File: config.mk
export PLATFORM = sky130hd
export DESIGN_NAME = uart_serial_core
export DESIGN_NICKNAME = d
export VERILOG_FILES = /design/src/rtl/uart_serial_core.sv
export SDC_FILE = /design/constraint.sdc
export NUM_CORES = 1
export LEC_CHECK = 0
export CAP_MARGIN = 20
export CORE_MARGIN = 1.5
export CORE_UTILIZATION = 35
export CTS_BUF_LIST = sky130_fd_sc_hd__clkbuf_8
export DETAILED_ROUTE_END_ITERATION = 6
export GPL_TIMING_DRIVEN = 0
export PLACE_DENSITY_LB_ADDON = 0.3
export SYNTH_ARGS = -nofsm -noshare
export SYNTH_HDL_FRONTEND = slang
export SYNTH_SLANG_ARGS = --single-unit
File: constraint.sdc
create_clock -name clk -period 3.2 [get_ports clk]
set_input_delay 0.48 -clock clk [delete_from_list [all_inputs] [get_ports clk]]
set_output_delay 0.48 -clock clk [all_outputs]
set_load 0.02 [all_outputs]
File: src/rtl/uart_serial_core.sv
// UART transceiver: 16x-oversampling tick generator shared by an RX deserialiser
// (valid/ready source with error/overrun pulses) and a TX serialiser (valid/ready sink).
module uart_serial_core #(
    parameter int CLK_HZ    = 100_000_000,
    parameter int BAUD      = 115200,
    parameter int DATA_BITS = 8,
    parameter int PARITY    = 0,
    parameter int STOP_BITS = 1
) (
    input  logic                 clk,
    input  logic                 rst_n,
    input  logic                 rx_uart,
    output logic [DATA_BITS-1:0] rx_byte,
    output logic                 rx_valid,
    input  logic                 rx_ready,
    output logic                 rx_frame_err,
    output logic                 rx_parity_err,
    output logic                 rx_overrun,
    output logic                 tx_uart,
    input  logic [DATA_BITS-1:0] tx_byte,
    input  logic                 tx_valid,
    output logic                 tx_ready
);

    localparam int RAW_DIV_C = CLK_HZ / (BAUD * 16);
    localparam int DIV_C     = (RAW_DIV_C < 1) ? 1 : RAW_DIV_C;
    localparam int DIV_W_C   = (DIV_C > 1) ? $clog2(DIV_C) : 1;
    localparam logic [DIV_W_C-1:0] DIV_LAST_C = DIV_W_C'(DIV_C - 1);
    localparam logic [3:0] LAST_BIT_C  = 4'(DATA_BITS - 1);
    localparam logic       LAST_STOP_C = 1'(STOP_BITS - 1);
    localparam logic [3:0] MID_C = 4'd7;
    localparam logic [3:0] END_C = 4'd15;

    typedef enum logic [2:0] {ST_IDLE, ST_START, ST_DATA, ST_PARITY, ST_STOP} state_t;

    // Parity bit that makes the frame odd (PARITY=1) or even (PARITY=2).
    function automatic logic parity_bit(input logic [DATA_BITS-1:0] d);
        if (PARITY == 1) parity_bit = ~(^d);
        else             parity_bit = ^d;
    endfunction

    logic [DIV_W_C-1:0] div_cnt_r;
    logic               tick_s;
    logic               rx_meta_r, rx_s_r;

    state_t                rx_state_r, rx_state_n;
    logic [3:0]            rx_cnt_r, rx_cnt_n, rx_bits_r, rx_bits_n;
    logic [DATA_BITS-1:0]  rx_shift_r, rx_shift_n, rx_byte_r, rx_byte_n;
    logic                  rx_par_r, rx_par_n, rx_valid_r, rx_valid_n;
    logic                  ferr_r, ferr_n, perr_r, perr_n, ovr_r, ovr_n;

    state_t                tx_state_r, tx_state_n;
    logic [3:0]            tx_cnt_r, tx_cnt_n, tx_bits_r, tx_bits_n;
    logic [DATA_BITS-1:0]  tx_shift_r, tx_shift_n;
    logic                  tx_par_r, tx_par_n, tx_armed_r, tx_armed_n;
    logic                  tx_stop_r, tx_stop_n, tx_uart_r, tx_uart_n, tx_ready_r, tx_ready_n;

    assign tick_s = (div_cnt_r == DIV_LAST_C);

    // Free-running oversampling divider.
    always_ff @(posedge clk or negedge rst_n) begin
        if (!rst_n)              div_cnt_r <= '0;
        else if (tick_s)         div_cnt_r <= '0;
        else                     div_cnt_r <= div_cnt_r + DIV_W_C'(1);
    end

    // Two-flop synchroniser for the asynchronous serial input.
    always_ff @(posedge clk or negedge rst_n) begin
        if (!rst_n) begin
            rx_meta_r <= 1'b1;
            rx_s_r    <= 1'b1;
        end else begin
            rx_meta_r <= rx_uart;
            rx_s_r    <= rx_meta_r;
        end
    end

    // RX next-state, sampling, frame outcome and handshake.
    always_comb begin
        rx_state_n = rx_state_r;
        rx_cnt_n   = rx_cnt_r;
        rx_bits_n  = rx_bits_r;
        rx_shift_n = rx_shift_r;
        rx_par_n   = rx_par_r;
        rx_byte_n  = rx_byte_r;
        ferr_n     = 1'b0;
        perr_n     = 1'b0;
        ovr_n      = 1'b0;
        if (rx_valid_r && rx_ready) rx_valid_n = 1'b0;
        else                        rx_valid_n = rx_valid_r;
        case (rx_state_r)
            ST_IDLE: begin
                if (tick_s && !rx_s_r) begin
                    rx_state_n = ST_START;
                    rx_cnt_n   = 4'd0;
                end else begin
                    rx_state_n = ST_IDLE;
                end
            end
            ST_START: begin
                if (!tick_s)                 rx_cnt_n = rx_cnt_r;
                else if (rx_cnt_r != MID_C)  rx_cnt_n = rx_cnt_r + 4'd1;
                else if (!rx_s_r) begin
                    rx_state_n = ST_DATA;
                    rx_cnt_n   = 4'd0;
                    rx_bits_n  = 4'd0;
                end else begin
                    rx_state_n = ST_IDLE;
                end
            end
            ST_DATA: begin
                if (!tick_s)                 rx_cnt_n = rx_cnt_r;
                else if (rx_cnt_r != END_C)  rx_cnt_n = rx_cnt_r + 4'd1;
                else begin
                    rx_cnt_n   = 4'd0;
                    rx_bits_n  = rx_bits_r + 4'd1;
                    rx_shift_n = {rx_s_r, rx_shift_r[DATA_BITS-1:1]};
                    if (rx_bits_r != LAST_BIT_C) rx_state_n = ST_DATA;
                    else if (PARITY != 0)        rx_state_n = ST_PARITY;
                    else                         rx_state_n = ST_STOP;
                end
            end
            ST_PARITY: begin
                if (!tick_s)                 rx_cnt_n = rx_cnt_r;
                else if (rx_cnt_r != END_C)  rx_cnt_n = rx_cnt_r + 4'd1;
                else begin
                    rx_cnt_n   = 4'd0;
                    rx_par_n   = rx_s_r;
                    rx_state_n = ST_STOP;
                end
            end
            ST_STOP: begin
                if (!tick_s)                 rx_cnt_n = rx_cnt_r;
                else if (rx_cnt_r != END_C)  rx_cnt_n = rx_cnt_r + 4'd1;
                else begin
                    // Frame error outranks parity; a same-cycle transfer frees the slot.
                    rx_cnt_n   = 4'd0;
                    rx_state_n = ST_IDLE;
                    if (!rx_s_r)                                              ferr_n = 1'b1;
                    else if ((PARITY != 0) && (rx_par_r != parity_bit(rx_shift_r))) perr_n = 1'b1;
                    else if (rx_valid_r && !rx_ready)                         ovr_n  = 1'b1;
                    else begin
                        rx_byte_n  = rx_shift_r;
                        rx_valid_n = 1'b1;
                    end
                end
            end
            default: begin
                rx_state_n = ST_IDLE;
                rx_cnt_n   = 4'd0;
            end
        endcase
    end

    // RX state and output registers.
    always_ff @(posedge clk or negedge rst_n) begin
        if (!rst_n) begin
            rx_state_r <= ST_IDLE;
            rx_cnt_r   <= 4'd0;
            rx_bits_r  <= 4'd0;
            rx_shift_r <= '0;
            rx_par_r   <= 1'b0;
            rx_byte_r  <= '0;
            rx_valid_r <= 1'b0;
            ferr_r     <= 1'b0;
            perr_r     <= 1'b0;
            ovr_r      <= 1'b0;
        end else begin
            rx_state_r <= rx_state_n;
            rx_cnt_r   <= rx_cnt_n;
            rx_bits_r  <= rx_bits_n;
            rx_shift_r <= rx_shift_n;
            rx_par_r   <= rx_par_n;
            rx_byte_r  <= rx_byte_n;
            rx_valid_r <= rx_valid_n;
            ferr_r     <= ferr_n;
            perr_r     <= perr_n;
            ovr_r      <= ovr_n;
        end
    end

    // TX next-state and line value; the start bit waits for the first tick after acceptance.
    always_comb begin
        tx_state_n = tx_state_r;
        tx_cnt_n   = tx_cnt_r;
        tx_bits_n  = tx_bits_r;
        tx_shift_n = tx_shift_r;
        tx_par_n   = tx_par_r;
        tx_armed_n = tx_armed_r;
        tx_stop_n  = tx_stop_r;
        tx_uart_n  = tx_uart_r;
        case (tx_state_r)
            ST_IDLE: begin
                tx_uart_n = 1'b1;
                if (tx_valid && tx_ready_r) begin
                    tx_state_n = ST_START;
                    tx_shift_n = tx_byte;
                    tx_par_n   = parity_bit(tx_byte);
                    tx_armed_n = 1'b0;
                end else begin
                    tx_state_n = ST_IDLE;
                end
            end
            ST_START: begin
                if (!tick_s)                 tx_cnt_n = tx_cnt_r;
                else if (!tx_armed_r) begin
                    tx_uart_n  = 1'b0;
                    tx_armed_n = 1'b1;
                    tx_cnt_n   = 4'd0;
                end else if (tx_cnt_r != END_C) tx_cnt_n = tx_cnt_r + 4'd1;
                else begin
                    tx_state_n = ST_DATA;
                    tx_uart_n  = tx_shift_r[0];
                    tx_bits_n  = 4'd0;
                    tx_cnt_n   = 4'd0;
                end
            end
            ST_DATA: begin
                if (!tick_s)                 tx_cnt_n = tx_cnt_r;
                else if (tx_cnt_r != END_C)  tx_cnt_n = tx_cnt_r + 4'd1;
                else begin
                    tx_cnt_n = 4'd0;
                    if (tx_bits_r != LAST_BIT_C) begin
                        tx_bits_n  = tx_bits_r + 4'd1;
                        tx_uart_n  = tx_shift_r[1];
                        tx_shift_n = {1'b0, tx_shift_r[DATA_BITS-1:1]};
                    end else if (PARITY != 0) begin
                        tx_state_n = ST_PARITY;
                        tx_uart_n  = tx_par_r;
                    end else begin
                        tx_state_n = ST_STOP;
                        tx_uart_n  = 1'b1;
                        tx_stop_n  = 1'b0;
                    end
                end
            end
            ST_PARITY: begin
                if (!tick_s)                 tx_cnt_n = tx_cnt_r;
                else if (tx_cnt_r != END_C)  tx_cnt_n = tx_cnt_r + 4'd1;
                else begin
                    tx_state_n = ST_STOP;
                    tx_uart_n  = 1'b1;
                    tx_stop_n  = 1'b0;
                    tx_cnt_n   = 4'd0;
                end
            end
            ST_STOP: begin
                if (!tick_s)                      tx_cnt_n = tx_cnt_r;
                else if (tx_cnt_r != END_C)       tx_cnt_n = tx_cnt_r + 4'd1;
                else if (tx_stop_r == LAST_STOP_C) begin
                    tx_state_n = ST_IDLE;
                    tx_cnt_n   = 4'd0;
                end else begin
                    tx_stop_n = tx_stop_r + 1'b1;
                    tx_cnt_n  = 4'd0;
                end
            end
            default: begin
                tx_state_n = ST_IDLE;
                tx_uart_n  = 1'b1;
            end
        endcase
        tx_ready_n = (tx_state_n == ST_IDLE);
    end

    // TX state and output registers.
    always_ff @(posedge clk or negedge rst_n) begin
        if (!rst_n) begin
            tx_state_r <= ST_IDLE;
            tx_cnt_r   <= 4'd0;
            tx_bits_r  <= 4'd0;
            tx_shift_r <= '0;
            tx_par_r   <= 1'b0;
            tx_armed_r <= 1'b0;
            tx_stop_r  <= 1'b0;
            tx_uart_r  <= 1'b1;
            tx_ready_r <= 1'b1;
        end else begin
            tx_state_r <= tx_state_n;
            tx_cnt_r   <= tx_cnt_n;
            tx_bits_r  <= tx_bits_n;
            tx_shift_r <= tx_shift_n;
            tx_par_r   <= tx_par_n;
            tx_armed_r <= tx_armed_n;
            tx_stop_r  <= tx_stop_n;
            tx_uart_r  <= tx_uart_n;
            tx_ready_r <= tx_ready_n;
        end
    end

    assign rx_byte       = rx_byte_r;
    assign rx_valid      = rx_valid_r;
    assign rx_frame_err  = ferr_r;
    assign rx_parity_err = perr_r;
    assign rx_overrun    = ovr_r;
    assign tx_uart       = tx_uart_r;
    assign tx_ready      = tx_ready_r;

endmodule

==> summary.txt, run 1 <==
Synth
  – Synthesized instance count: approximately 290
  – Synth area leader: dfrtp_1
  – Sequential share of the synthesized area: 0.488
  – Net Count, Synth: ~310
  – Netlist Area Pre-Place: 3090 sq um
  – Syn_area_per_cell: about 11 sq um
  – Yosys cell types: 63
  – Post-synth EDFFs: 0
  – Synth warn: 0
  – Count leader, synth: dfrtp_1
  – Top-area cell type share of the netlist area: 0.454
  – Most common library cells after synthesis: 56 x dfrtp_1, 39 x nand2_1, 23 x mux2_2
  – Yosys reg bits: 60
  – FFs w/ async S/R, synth: 1.00
  – Leading post-synthesis cells by cell area: dfrtp_1 45%, mux2_2 8.4%, nand2_1 4.7%, dfstp_2 3.4%, o21ai_0 2.8%
  – Most common flop cell mapped by yosys: dfrtp_1

Layout
  – Multi-input logic area: roughly 1500 sq um
  – Layout cells sized above 1: 0.202
  – Layout area overhead: 20.3%
  – Core Util, Final: 0.430
  – Fin cells: 444
  – Register Area: 1510 sq um
  – Post-route cell area: approximately 3700 sq um
  – Fill count: about 830
  – Ant. Diodes: 0
  – Nets: 350

STA
  – Tightest Pin Transition: 0.564 ns
  – Final Slew Violations: 0
  – Final worst setup slack: roughly 0.92 ns
  – Max Fclk: 438 MHz
  – Fin. Hold Viols: 0
  – Worst Clk Skew: roughly 0.0056 ns
  – Final setup violation count: 0
  – WHS: around 0.10 ns
  – Setup tns final: 0 ns
  – Worst slew margin: 0.620
  – RSZ-0062 raised after global routing: false
  – Post-route minimum period: around 2.3 ns
  – Final period utilization: 0.714

Die
  – Row count: 34
  – Die Ht: between 90 and 100 microns
  – Ports: 27
  – Core footprint: 8640 sq um
  – Initial core utilization: 0.358
  – DIE AREA: about 9400 sq um
  – Die width: about 97 microns

Critical path
  – Critical Path Source Type: flop
  – Bufs and invs on worst path: 2
  – WP data required: 3.42 ns
  – CP Class: reg2reg
  – Delay-heaviest family, CP: simple AND/OR/NAND/NOR gates
  – CP Cell Sequence: inv_1, ha_1, nand4_1, nor4_1, and3_1, buf_4, mux2_2
  – CP max stage cell: nor4_1
  – Max FO, Critical Path: 8
  – Critical path data arrival time: 2.50 ns
  – CP max stage delay: 0.53 ns
  – CP endpoint kind: flop

GRT
  – Vias in the first global route: approximately 2200
  – GRT Overall Usage: 0.133
  – Total grt overflow: 0
  – Largest net degree at the start of global routing: 40
  – Initial antenna violation count: 0
  – Global-route wire length before repair: around 10 mm

CTS
  – Clk root buf: clkbuf_8
  – Num CTS Buffers: 9
  – # hold bufs at CTS: 0
  – Level count of the clock H-tree: 3
  – CTS tree: done
  – Skew-Pair Late Insertion Delay: roughly 0.34 ns
  – CTS resizes: 0
  – Post-CTS Setup Inserts: 0
  – Worst-case clock buffer depth: 2
  – CTS clk-pin slew, worst paths: approximately 0.07 ns
  – Clock sink total: 60

Power
  – Clock network power share: 0.491
  – Leak Pwr: 1.56 nW
  – Combinational power share: 0.025
  – Switching share of total power: 0.213
  – Cell Pwr Density: between 400 and 500 nW/um^2
  – Int Power: around 1.2 mW
  – Overall power: ~1.6 mW
  – Part of the power in registers: 0.484
  – Net Sw Power: 335 uW
  – Worst VDD drop: around 0.31 mV

Placement
  – GP Congestion: 0.819
  – DPL Wire Length: approximately 4.2 mm
  – Area after DPL: 3490 sq um
  – # port buffers: 25
  – DP Cell Count: between 400 and 500
  – Place WS: 0.902 ns

Routing
  – Final wirelength: 5.88 mm
  – Starting DRT DRC Count: 74
  – Remaining DRCs: 0
  – Vias per cell: 5.07
  – Drt wl/cell: 13.2 microns
  – Post-route ant nets: 0
  – First-pass DRT Iterations: 4
  – Via count: 2249

Run
  – Max-Cap Viols: 0

Status
  – Status: finished, final reports clean

Hold path
  – Hold Crit Class: in2async
-- final cells by class --
| class | count | share of cell area |
|---|---|---|
| clock inverters | 6 | 0.0236 |
| inverters | 7 | 0.00708 |
| repair buffers | 26 | 0.0714 |
| clock buffers | 10 | 0.0371 |
| flip-flops and latches | 60 | 0.406 |
| plain buffers | 15 | 0.0246 |
| well taps | 108 | 0.0364 |
| multi-input cells | 212 | 0.394 |
-- final timing paths --
path	start	endpoint	slack, ns	cells after the start
worst max register to register	div_cnt_r[1]	rx_byte[1]	0.92	7
max in group asynchronous	rst_n	tx_ready	2.45	2
worst min-delay path	rst_n	rx_byte[5]	0.10	1
worst max-delay path	div_cnt_r[1]	rx_byte[1]	0.92	7
worst min register to register	rx_meta_r	rx_s_r	0.36	0
min in group clk	rx_meta_r	rx_s_r	0.36	0
-- per-layer routing --
layer,share of wire,track usage,vias to the layer above
met3,0.029,0.0412,2
met4,0.0048,0.0357,0
met1,0.50,0.183,1078
li1,-,-,1135
met5,0,0,-
met2,0.47,0.205,34
-- sequential cells by signal, summed over array words and instances, names as in the netlist --
register      cells
div_cnt_r         6
rx_bits_r         4
rx_byte           8
rx_cnt_r          4
rx_frame_err      1
rx_meta_r         1
rx_overrun        1
rx_s_r            1
rx_shift_r        8
rx_state_r        3
rx_valid          1
tx_armed_r        1
tx_bits_r         4
tx_cnt_r          4
tx_ready          1
tx_shift_r        8
tx_state_r        3
tx_uart           1
-- power groups by stage --
stage	clock [mW]	combinational, mW	sequential (mW)
after global routing	0.826	0.0460	0.760
after floorplan	0	0.00779	0.775
after detailed placement	0	0.0419	0.775
after CTS	0.792	0.0420	0.761
after global placement	0	0.0392	0.775
final	0.771	0.0396	0.761
-- kinds of logic (layout without fill, tap and decap cells) --
family	after synthesis	after routing	synth area share
AOI/OAI and AO/OA	60	60	0.143
xor gates and xnor gates	4	4	0.0113
other	1	1	0.00121
buffers and inverters	22	64	0.0381
muxes	28	28	0.100
and+or+nand+nor	113	113	0.194
adders and majority gates	6	6	0.0243
DFF	60	60	0.488
-- placed cells by master, fill, tap and decap left out, drive strengths merged, types with 3 or more instances in the layout --
cell type      netlist  final
o31ai                9      9
and3                 4      4
inv                  6      6
buf                  8     10
or3b                 4      4
nand3               13     13
o21bai               3      3
o21ai               18     18
nand2b               4      4
mux2                23     23
nor2                18     18
dfstp                4      4
nand4                4      4
xnor2                3      3
clkbuf               7     17
mux2i                5      5
nor3                 7      7
nor3b                3      3
clkdlybuf4s50        0     24
nand2               39     39
o211ai               3      3
dfrtp               56     56
ha                   6      6
clkinvlp             0      3
o21a                 3      3
(Power assumes the default switching activity.)
==> run 2, diff against run 1 <==
==> constraint.sdc (replaced) <==
create_clock -name clk -period 2 [get_ports clk]
set_input_delay 0.3 -clock clk [delete_from_list [all_inputs] [get_ports clk]]
set_output_delay 0.3 -clock clk [all_outputs]
set_load 0.02 [all_outputs]
==> run 2 against run 1 <==
Sequential share of layout area is 2.0 points lower. Die area stayed put. Cell area is 5.2% higher. Setup slack worse by 0.85 ns. Critical endpoint is now tx_shift_r[1]. Largest cell class is now multi-input combinational cells. Largest power group unchanged. Highest routed layer unchanged.
==> summary.txt, run 2 (synthesis results as in run 1) <==
STA
  – RSZ-0062 raised after global routing: true
  – Setup tns final: 0 ns
  – Final setup violation count: 0
  – Fin. Hold Viols: 0
  – Max Fclk: about 520 MHz
  – Post-route minimum period: a little under 2 ns
  – Worst Clk Skew: 0.00512 ns
  – Final period utilization: 0.966
  – Tightest Pin Transition: ~0.55 ns
  – Worst slew margin: 0.628
  – Final Slew Violations: 0

Die
  – Initial core utilization: 0.358
  – Ports: 27
  – Die Ht: between 90 and 100 microns
  – Row count: 34
  – DIE AREA: 9400 sq um
  – Core footprint: between 8000 and 9000 sq um
  – Die width: 96.9 microns

Hold path
  – Hold Crit Class: reg2reg
  – Min-delay src: rx_meta_r

CTS
  – Clock sink total: 60
  – Clk root buf: clkbuf_8
  – Level count of the clock H-tree: 3
  – CTS tree: done
  – Skew-Pair Late Insertion Delay: ~0.34 ns
  – Worst-case clock buffer depth: 2
  – Num CTS Buffers: 9
  – CTS clk-pin slew, worst paths: about 0.070 ns

Critical path
  – WP data required: about 2.2 ns
  – CP Class: reg2reg
  – Bufs and invs on worst path: 2
  – Max FO, Critical Path: 10
  – Reg2reg start: tx_state_r[1]
  – Delay-heaviest family, CP: simple AND/OR/NAND/NOR gates
  – R2r setup slk: 0.07 ns
  – Critical path startpoint: tx_state_r[1]
  – Critical Path Source Type: flop
  – Critical path data arrival time: between 2 and 2.5 ns
  – CP max stage cell: or3_4
  – CP endpoint kind: flop
  – CP max stage delay: ~0.40 ns
  – CP Cell Sequence: buf_6, or2_4, or3_4, a22oi_4, buf_12, mux2_2

Routing
  – Drt wl/cell: 13.5 microns
  – Final wirelength: approximately 6 mm
  – First-pass DRT Iterations: 5
  – Remaining DRCs: 0
  – Via count: between 2000 and 2500
  – Post-route ant nets: 0
  – Starting DRT DRC Count: 64
  – Vias per cell: approximately 5.1

Layout
  – Ant. Diodes: 0
  – Fin cells: around 450
  – Most common cell after layout, fill and taps aside: dfrtp_1
  – Most frequent cells in the layout: 55 x dfrtp_1, 38 x nand2_1, 24 x clkdlybuf4s50_1
  – Core Util, Final: 0.452
  – Layout cells sized above 1: 0.254
  – Layout area overhead: 26.5%
  – Nets: 360

Power
  – Leak Pwr: around 1.6 nW
  – Int Power: 1.98 mW
  – Worst VDD drop: approximately 0.49 mV
  – Combinational power share: 0.026
  – Net Sw Power: 539 uW
  – Overall power: between 2 and 3 mW
  – Part of the power in registers: 0.483
  – Cell Pwr Density: 645 nW/um^2
  – Clock network power share: 0.491
  – Switching share of total power: 0.214

GRT
  – Initial antenna violation count: 0
  – Total grt overflow: 0
  – Vias in the first global route: ~2200
  – GRT Overall Usage: 0.136
  – Global-route wire length before repair: 10.5 mm
  – Largest net degree at the start of global routing: 40

Placement
  – GP Congestion: ~0.8
  – DP Cell Count: between 400 and 500
  – # port buffers: 25
  – DPL Wire Length: 4.16 mm

Run
  – Max-Cap Viols: 0

Status
  – Status: finished, final reports clean
-- run 2: metal layers --
metal | share of wire | global-route usage | vias to the layer above
met3 | 0.039 | 0.0412 | 5
li1 | - | - | 1158
met1 | 0.49 | 0.188 | 1128
met5 | 0 | 0 | -
met4 | 0.0072 | 0.0357 | 0
met2 | 0.47 | 0.209 | 43
-- run 2: power groups by stage --
stage	combinational [mW]	clock (mW)	sequential, mW
detailed placement	0.0671	0	1.24
finish	0.0657	1.24	1.22
global placement	0.0628	0	1.24
global route	0.0756	1.32	1.22
floorplan	0.0125	0	1.24
CTS	0.0686	1.27	1.22
-- run 2: final cells by class --
cell class	count	area (sq um)
tap	108	135
inverter	7	26.3
fill	814	4730
clock inverter	6	87.6
sequential	60	1510
buffer	15	98.8
timing repair buffer	36	368
multi-input combinational	212	1550
clock buffer	10	138
-- run 2: worst reg2reg max path, cell delays in order, from the launching register on --
cell,delay [ns]
dfrtp_1,0.38
buf_6,0.14
or2_4,0.25
or3_4,0.40
a22oi_4,0.18
buf_12,0.15
mux2_2,0.33
-- run 2: timing repair --
item                                    CTS  global route
resized for setup                         5            15
pin swaps                                 4             3
buffers inserted                          5             4
endpoints found under the hold margin    19             0
hold buffers                              1             0
endpoints found under the setup margin   29            39
-- run 2: through the flow --
stage	hold slack (ns)	area [sq um]	worst slack (ns)
after detailed placement	0.311	3490	-0.298
after floorplan	0.00441	3090	0.0801
after CTS	0.347	3810	0.00884
after global placement	0.346	3470	-1.37
final	0.357	3910	0.0674
after global routing	0.352	3910	-0.0169
-- run 2: worst paths after layout --
check | to | cells past startpoint
worst min-delay path | rx_s_r | 0
min in group asynchronous | rx_byte[5] | 2
worst max register to register | tx_shift_r[1] | 6
max in group asynchronous | tx_ready | 3
worst min register to register | rx_s_r | 0
worst max-delay path | tx_shift_r[1] | 6
==> run 3, diff against run 2 <==
--- a/config.mk
+++ b/config.mk
@@ -15,3 +15,4 @@
 export SYNTH_ARGS = -nofsm -noshare
 export SYNTH_HDL_FRONTEND = slang
 export SYNTH_SLANG_ARGS = --single-unit
+export TNS_END_PERCENT = 30
==> run 3 against run 2 <==
Critical endpoint is now rx_byte[1]. Register-to-register slack got worse by 0.02 ns. Die area did not move. Sequential share of layout area rose by 0.087 points.
==> summary.txt, run 3 (synthesis results as in run 1) <==
Status
  – Status: finished, final reports clean

STA
  – Final setup violation count: 0
  – WHS: roughly 0.36 ns
  – Final Slew Violations: 0
  – Worst slew margin: 0.625
  – RSZ-0062 raised after global routing: true
  – Final period utilization: 0.975
  – Max Fclk: between 500 and 600 MHz
  – Fin. Hold Viols: 0
  – Worst Clk Skew: 0.00550 ns
  – Setup tns final: 0 ns
  – Post-route minimum period: approximately 1.9 ns
  – Tightest Pin Transition: between 0.5 and 0.6 ns

Layout
  – Fill count: a little over 800
  – Layout cells sized above 1: 0.257
  – Most common cell after layout, fill and taps aside: dfrtp_1
  – Ant. Diodes: 0
  – Layout area overhead: 26.2%
  – Nets: 360
  – Most frequent cells in the layout: 55 x dfrtp_1, 38 x nand2_1, 24 x clkdlybuf4s50_1

Die
  – Die Ht: a little under 100 microns
  – Row count: 34
  – Initial core utilization: 0.358
  – Die width: between 90 and 100 microns
  – DIE AREA: between 9000 and 10000 sq um
  – Ports: 27
  – Core footprint: 8640 sq um

CTS
  – CTS clk-pin slew, worst paths: ~0.07 ns
  – Level count of the clock H-tree: 3
  – Worst-case clock buffer depth: 2
  – Num CTS Buffers: 9
  – Skew-Pair Late Insertion Delay: about 0.33 ns
  – Clk root buf: clkbuf_8
  – CTS tree: done
  – Clock sink total: 60

GRT
  – Total grt overflow: 0
  – GRT Overall Usage: 0.136
  – Vias in the first global route: about 2200
  – Initial antenna violation count: 0
  – Largest net degree at the start of global routing: 40
  – Global-route wire length before repair: around 11 mm

Critical path
  – R2R Path End: rx_byte[1]
  – Critical Path Source Type: flop
  – FF-to-FF path depth: 5
  – CP endpoint kind: flop
  – CP max stage cell: or3b_4
  – CP max stage delay: about 0.42 ns
  – Max FO, Critical Path: 8
  – CP endpoint: rx_byte[1]
  – R2r setup slk: about 0.050 ns
  – Critical path startpoint: rx_state_r[0]
  – Critical path data arrival time: ~2.2 ns
  – CP Cell Sequence: or3b_4, nor4_4, and3_1, buf_6, mux2_2
  – WP data required: approximately 2.2 ns
  – Reg2reg start: rx_state_r[0]
  – CP Class: reg2reg

Run
  – Max-Cap Viols: 0

Placement
  – GP Congestion: 0.819
  – DPL Wire Length: about 4.2 mm
  – # port buffers: 25

Power
  – Leak Pwr: around 1.6 nW
  – Worst VDD drop: about 0.49 mV
  – Cell Pwr Density: around 650 nW/um^2

Hold path
  – Hold Crit Class: reg2reg

Routing
  – First-pass DRT Iterations: 4
  – Final wirelength: 6.19 mm
  – Remaining DRCs: 0
  – Via count: roughly 2400
  – Post-route ant nets: 0
  – Vias per cell: slightly above 5
  – Drt wl/cell: about 14 microns
  – Starting DRT DRC Count: approximately 100
run 3: final cells by class:
cell class | count | area (sq um) | share of cell area
tap | 108 | 135 | 0.0347
clock buffer | 10 | 138 | 0.0353
buffer | 15 | 98.8 | 0.0254
clock inverter | 6 | 87.6 | 0.0225
timing repair buffer | 36 | 368 | 0.0944
multi-input combinational | 212 | 1540 | 0.394
sequential | 60 | 1510 | 0.387
inverter | 7 | 26.3 | 0.00674
run 3: how the worst min path moves through the flow:
| stage | start | end | depth (start not counted) |
|---|---|---|---|
| 5_1_grt | rx_uart | rx_meta_r | 1 |
| 6_report | rx_meta_r | rx_s_r | 0 |
| 3_5_place_dp | rst_n | rx_byte[4] | 1 |
| 4_1_cts | rx_uart | rx_meta_r | 1 |
| 3_3_place_gp | rx_meta_r | rx_s_r | 0 |
| 2_1_floorplan | rst_n | div_cnt_r[0] | 0 |
run 3: critical path, delay by kind of cell (launching register included):
kind	cells	cell delay, ns
and+or+nand+nor	3	0.94
DFF	1	0.41
muxes	1	0.34
buffers and inverters	1	0.14
run 3: power breakdown:
part           internal [mW]  switching (mW)  total [mW]
clock                  0.733           0.503        1.24
sequential              1.22        0.000450        1.22
combinational         0.0304          0.0350      0.0655
run 3: stage by stage:
| stage | total power [mW] | setup slack [ns] | area, sq um | utilization | std cells |
|---|---|---|---|---|---|
| 5_1_grt | 2.61 | -0.0120 | 3900 | 0.451 | 454 |
| 6_report | 2.52 | 0.0504 | 3900 | 0.451 | 454 |
| 4_1_cts | 2.55 | 0.00884 | 3810 | 0.441 | 450 |
| 3_3_place_gp | 1.30 | -1.37 | 3470 | 0.402 | 427 |
| 3_5_place_dp | 1.31 | -0.298 | 3490 | 0.404 | 428 |
| 2_1_floorplan | 1.25 | 0.0801 | 3090 | - | 294 |
run 3: repair_timing:
action,4_1_cts,5_1_grt
hold buffers,1,0
resized for setup,5,14
endpoints found under the setup margin,29,39
pin swaps,4,1
setup buffers,5,4
hold endpoints to repair,19,0
run 3: layer usage:
| metal | GRT usage | vias up | part of all wire |
|---|---|---|---|
| met5 | 0 | - | 0 |
| met4 | 0.0357 | 0 | 0.0027 |
| met3 | 0.0412 | 4 | 0.038 |
| met2 | 0.209 | 45 | 0.47 |
| met1 | 0.188 | 1146 | 0.49 |
| li1 | - | 1158 | - |
